`src/rtl/alarm_ringer.sv`:
```
// alarm_ringer: ring/snooze/stop alarm FSM with second timers; ALARM_SNOOZE_LIMIT_EN caps snoozes at MAX_SNOOZE
module alarm_ringer #(
  parameter int RING_TIMEOUT_S = 60,
  parameter int SNOOZE_S = 300,
  parameter int MAX_SNOOZE = 3
) (
  input  logic       clk,
  input  logic       rst,
  input  logic       sec_tick,
  input  logic       z,
  input  logic       alarm_en,
  input  logic       stop,
  input  logic       snooze,
  output logic       buzzer,
  output logic       ringing,
  output logic       snoozing,
  output logic       missed,
  output logic [3:0] snooze_cnt
);
  localparam int TMAX = RING_TIMEOUT_S > SNOOZE_S ? RING_TIMEOUT_S : SNOOZE_S;
  localparam int TW = $clog2(TMAX + 1);
  localparam logic [TW-1:0] RING_T = TW'(RING_TIMEOUT_S);
  localparam logic [TW-1:0] SNZ_T = TW'(SNOOZE_S);
  typedef enum logic [1:0] {IDLE, RINGING, SNOOZING} state_t;
  state_t state, state_d;
  logic [TW-1:0] timer, timer_d;
  logic [3:0] cnt_d;
  logic z_q, stop_q, snooze_q, phase, phase_d, missed_d;
  logic trig, stop_p, snz_p, snz_ok, expiry, quit;
  always_ff @(posedge clk or negedge rst) begin
    if (!rst) begin
      state <= IDLE;
      timer <= '0;
      snooze_cnt <= '0;
      z_q <= 1'b0;
      stop_q <= 1'b0;
      snooze_q <= 1'b0;
      phase <= 1'b0;
      missed <= 1'b0;
    end else begin
      state <= state_d;
      timer <= timer_d;
      snooze_cnt <= cnt_d;
      z_q <= z;
      stop_q <= stop;
      snooze_q <= snooze;
      phase <= phase_d;
      missed <= missed_d;
    end
  end
  always_comb begin
    trig = z & ~z_q & alarm_en;
    stop_p = stop & ~stop_q;
    snz_p = snooze & ~snooze_q;
`ifdef ALARM_SNOOZE_LIMIT_EN
    snz_ok = snz_p && (int'(snooze_cnt) < MAX_SNOOZE);
`else
    snz_ok = snz_p;
`endif
    expiry = sec_tick && timer == TW'(1);
    quit = stop_p || !alarm_en;
    state_d = state;
    timer_d = (sec_tick && timer != '0) ? timer - 1'b1 : timer;
    cnt_d = snooze_cnt;
    phase_d = (state == RINGING && sec_tick) ? ~phase : phase;
    missed_d = missed;
    case (state)
      IDLE: begin
        if (stop_p) missed_d = 1'b0;
        if (trig) begin
          state_d = RINGING;
          timer_d = RING_T;
          cnt_d = '0;
          phase_d = 1'b1;
        end
      end
      RINGING: begin
        if (quit) begin
          state_d = IDLE;
          timer_d = '0;
        end else if (snz_ok) begin
          state_d = SNOOZING;
          timer_d = SNZ_T;
          cnt_d = snooze_cnt == 4'hf ? snooze_cnt : snooze_cnt + 4'd1;
        end else if (expiry) begin
          state_d = IDLE;
          timer_d = '0;
          missed_d = 1'b1;
        end
      end
      SNOOZING: begin
        if (quit) begin
          state_d = IDLE;
          timer_d = '0;
        end else if (expiry) begin
          state_d = RINGING;
          timer_d = RING_T;
          phase_d = 1'b1;
        end
      end
      default: state_d = IDLE;
    endcase
  end
  assign ringing = state == RINGING;
  assign snoozing = state == SNOOZING;
  assign buzzer = ringing & phase;
endmodule

```
`config.mk`:
```
export PLATFORM = sky130hd
export DESIGN_NAME = alarm_ringer
export DESIGN_NICKNAME = d
export VERILOG_FILES = /design/src/rtl/alarm_ringer.sv
export SDC_FILE = /design/constraint.sdc
export NUM_CORES = 1
export LEC_CHECK = 0
export ABC_CLOCK_PERIOD_IN_PS = 2300
export CAP_MARGIN = 20
export CORE_MARGIN = 2
export CORE_UTILIZATION = 45
export CTS_CLUSTER_SIZE = 12
export DETAILED_ROUTE_END_ITERATION = 12
export PLACE_DENSITY = 0.67
export SLEW_MARGIN = 20
export SYNTH_ARGS = -nofsm -noshare
export SYNTH_HDL_FRONTEND = slang
export SYNTH_SLANG_ARGS = --single-unit
```
`constraint.sdc`:
```
create_clock -name clk -period 2.3 [get_ports clk]
set_clock_uncertainty 0.1 [all_clocks]
set_input_delay 0.23 -clock clk [delete_from_list [all_inputs] [get_ports clk]]
set_output_delay 0.23 -clock clk [all_outputs]
set_load 0.01 [all_outputs]
```
Word-level counts from Yosys, hierarchy flattened
Cells that the tools add are included.
Storage, ports and cells
  flip-flop bits (word level): 20
  input port bits: 7
  output and inout bits: 8
  word-level logic and storage cells: 73
Cells by class
  $add $sub $neg: 2
  equal/unequal tests: 13
  mux-type cells: 30
  bitwise gates (word level): 9
  reductions and logical operators: 11
Operator list (number)
  9-bit two-way mux: 7
  9-bit case mux with 3 select lines: 1
  4-bit two-way mux: 4
  2-bit two-way mux: 6
  2-bit != test (second input constant): 5
  5-bit AND reduction: 2
  9-bit by 1-bit == test with 1-bit output (second input constant): 1
  9-bit nonzero test: 1
  9-bit by 1-bit subtractor with 9-bit output (second input constant): 1
  1-bit two-way mux: 8
  4-bit case mux with 2 select lines: 1
  2-bit case mux with 3 select lines: 1
  1-bit AND: 5
  4-bit by 1-bit adder with 4-bit output (second input constant): 1
  4-bit == test (second input constant): 1
  2-bit by 1-bit != test with 1-bit output (second input constant): 2
  4-bit by 1-bit != test with 1-bit output (second input constant): 1
  1-bit NOT: 4
  1-bit case mux with 2 select lines: 2
  1-bit logical AND: 3
  3-bit by 1-bit != test with 1-bit output (second input constant): 1
  3-bit AND reduction: 1
  2-bit by 1-bit == test with 1-bit output (second input constant): 1
  2-bit == test (second input constant): 1
  other kinds (4): 4

Longest topological paths before layout
  depth after elaboration: 7
  gate-level depth with buffers: 7
  gate-level depth less buffers: 6

Worst setup path after synthesis
OpenSTA, ideal clock, no wires.
  path kind: register to register
  start: register timer[0]
  end: register timer[1]
  setup time: 0.072 ns
  arrival: 1.880 ns
  required time: 2.128 ns
  setup slack: 0.248 ns
  cell stages (with the launch flop): 7
  path buffers: 0
  clock period less this slack: 2.052 ns
  path through: dfrtp_1 inv_1 ha_1 or3b_2 o31ai_1 mux2_2 nor2_1
On the way
  word-level cells in the longest chain between the ends: 7
  elaborated cells on any way between the ends: 13
  those cells by class: add/sub: 1; eq/ne: 1; mux: 8; reduce/logical: 3
RTL lines
  start: declaration: line 26  | logic [TW-1:0] timer, timer_d;
  start signal: assignment: line 42  | timer <= timer_d;
  branches (longest 6 deep; another with 9-bit by 1-bit subtractor with 9-bit output)
  9-bit case mux with 3 select lines (*): line 67  | case (state)
  net timer_d[1]: line 26
Mark *: on every way through the listed nets, which the timed path passes.
A chain may end at the register's enable or synchronous reset.

Worst setup path after layout
  start: register state[0]
  end: output port buzzer
On the way
  word-level cells in the longest chain between the ends: 2
RTL lines
  start: declaration: line 25  | state_t state, state_d;
  start signal: assignment: line 41  | state <= state_d;
  2-bit by 1-bit == test with 1-bit output: line 104  | assign ringing = state == RINGING;
  1-bit AND: line 106  | assign buzzer = ringing & phase;
  end: declaration: line 14  | output logic buzzer,
No other way between the ends.

==> results.md <==
* Syn nets at 127
* GPL Wtd Cong at between 0.7 and 0.8
* Final Setup Violations at 0
* IR drop worst, VDD at 460 uV
* Final wirelength at 2.49 mm
* # rows at 18
* Initial detailed-routing violation count at 22
* First-pass GRT wire length at 3.93 mm
* Worst-Skew Late Latency at 0.29 ns
* Ports at 15
* EDFF count, synth at 0
* R2R setup slack at 0.16 ns
* Residual DRC count at 0
* Max-Slew Margin vs Limit at 0.755
* Sequential cell area fraction in the yosys report at 0.430
* Critical path capture point type: primary output
* RSZ-0062 raised after global routing: no
* Fmax at about 460 MHz
* Crit Path Class: reg -> out
* # fillers at between 200 and 250
* Run status: finished, final reports clean
* Post-route ant nets at 0
* Buffers on Ports at 14
* CP Max Fanout at 5
* Ant diodes at 0
* Cells after synthesis at 117
* Power per cell area at 851 nW/um^2
* Min Hold Slack at 0.155 ns
* Endpoints failing hold at 0
* Root Driver: clkbuf_4
* Vias per inst at 5.87
* Max-cap violations at 0
* Asr flop ratio synth at 1.00
* Core region area at 2450 sq um
* Fin. max-slew vios at 0
* Die area at 3010 sq um
* Ys Warns at 0
* Setup_tns at 0 ns
* Most common cell after layout, fill and taps aside: dfrtp_1
* Synthesized cell area at 1160 sq um
* Total track usage at 0.189
* Number of detailed-route iterations in the first pass at 4
* Minimum clock period at 2.16 ns
* Wire per inst at roughly 15 um
* Place WS at 0.0489 ns
* Final Util at 0.577
* Most frequent cells in the layout: dfrtp_1 (20), clkdlybuf4s50_1 (14), o21ai_0 (10)
* CTS Buf Count at 3
* Avg Cell Area, Syn at 9.95 sq um
* Synth Flop Type: dfrtp_1
* Clk slew on worst S/H paths at about 0.11 ns
* Starting Density at 0.474
* Largest net degree at the start of global routing at 21
* Die W at between 50 and 60 um
* CTS sink cnt at 20
* Startpoint Class: flop
* Req. time, crit path at 1.97 ns
* Initial antenna violation count at 0
* Layout cell share with drive strength beyond 1 at 0.184
* Hold WC Path Type: in -> async
* #FFs+latches synth at 20
* Via count at 1,003
* Final nets at between 150 and 200
* Final Cycle Share at 0.938
* Data arrival time of the worst path at 1.83 ns
* Setup ws final at 0.142 ns
* CTS tree: done
* Die H at about 55 um
* Congestion Overflow GR at 0
* DP Wirelength at roughly 1.9 mm
* P&R area growth vs syn at 21.8%
* H-tree levels at 1
* Unique masters post-synth at 43
* Leak at 0.585 nW
* Bufs on Longest Clock Path at 2
* Worst-margin pin slew at around 0.36 ns
* Vias in the first global route at 886
==> metrics by stage <==
stage          std cells  instance area, sq um  total power, mW
6_report             171                  1420             1.21
5_1_grt              171                  1420             1.31
4_1_cts              169                  1390             1.21
3_5_place_dp         165                  1350             1.01
3_3_place_gp         165                  1350            0.987
2_1_floorplan        117                  1160            0.898
==> kinds of logic after synthesis <==
| group | Yosys count | share of synthesized area |
|---|---|---|
| fa+ha+maj | 3 | 0.0323 |
| mux | 3 | 0.0269 |
| compound gates | 29 | 0.161 |
| buf+inv | 11 | 0.0613 |
| flops | 20 | 0.430 |
| simple gates | 46 | 0.251 |
| xor+xnor | 5 | 0.0376 |
==> sequential cells by signal (all words and copies together), names as in the netlist <==
| signal | cells |
|---|---|
| snooze_q | 1 |
| stop_q | 1 |
| missed | 1 |
| state | 2 |
| z_q | 1 |
| snooze_cnt | 4 |
| timer | 9 |
| phase | 1 |
==> path summary, 6_finish.rpt <==
| kind | start | endpoint | cells after the start |
|---|---|---|---|
| max | state[0] | buzzer | 4 |
| min reg2reg | phase | phase | 2 |
| max in group asynchronous | rst | timer[7] | 2 |
| max reg2reg | timer[1] | missed | 6 |
| min | rst | snooze_cnt[0] | 2 |
| min in group clk | stop | stop_q | 1 |
==> report_power, final <==
group	switching [mW]	total [mW]	internal [mW]
clock	0.102	0.199	0.0964
sequential	0.100	0.532	0.432
combinational	0.236	0.476	0.241
==> worst max-delay path, cell delays in order (launching register included) <==
cell and delay [ns]:
dfrtp_1 0.43, or2b_4 0.32, inv_2 0.12, and2_1 0.14, clkdlybuf4s50_1 0.52
==> metal layers <==
layer	wire length, um	global-route usage
met5	0	0
met4	15	0.0667
met3	141	0.0355
met2	1240	0.313
met1	1100	0.244
==> repair_timing <==
action	4_1_cts	5_1_grt
hold buffers	0	0
setup endpoints to repair	1	9
buffers inserted	0	2
gates resized for setup	1	3
gates cloned	0	0
endpoints found under the hold margin	0	0
==> cells in the mapped netlist, types with 2 or more instances <==
| cell | count | share of area |
|---|---|---|
| xnor2_1 | 4 | 0.030 |
| o21ai_0 | 10 | 0.043 |
| nor4bb_1 | 2 | 0.017 |
| nand3_1 | 3 | 0.013 |
| mux2i_1 | 2 | 0.017 |
| dfrtp_1 | 20 | 0.43 |
| o31ai_1 | 2 | 0.013 |
| o22ai_1 | 2 | 0.011 |
| nand2_1 | 7 | 0.023 |
| nor2_1 | 7 | 0.023 |
| or2_2 | 2 | 0.011 |
| a21oi_1 | 5 | 0.022 |
| nor4_1 | 4 | 0.022 |
| ha_1 | 3 | 0.032 |
| nor3_1 | 3 | 0.013 |
| inv_1 | 8 | 0.026 |
| and2_1 | 2 | 0.011 |
| nand2b_1 | 2 | 0.011 |
| or4bb_1 | 2 | 0.019 |
| a311oi_1 | 2 | 0.015 |
| a31oi_1 | 3 | 0.016 |
==> final cells by class <==
cell class              instances  area [sq um]  share of cell area
clock buffers                   4          36.3              0.0256
inverters                       8          30.0              0.0212
multi-input cells              86           606               0.427
flip-flops and latches         20           500               0.353
well taps                      30          37.5              0.0265
repair buffers                 23           208               0.147
Power figures use the tool's default switching activity.
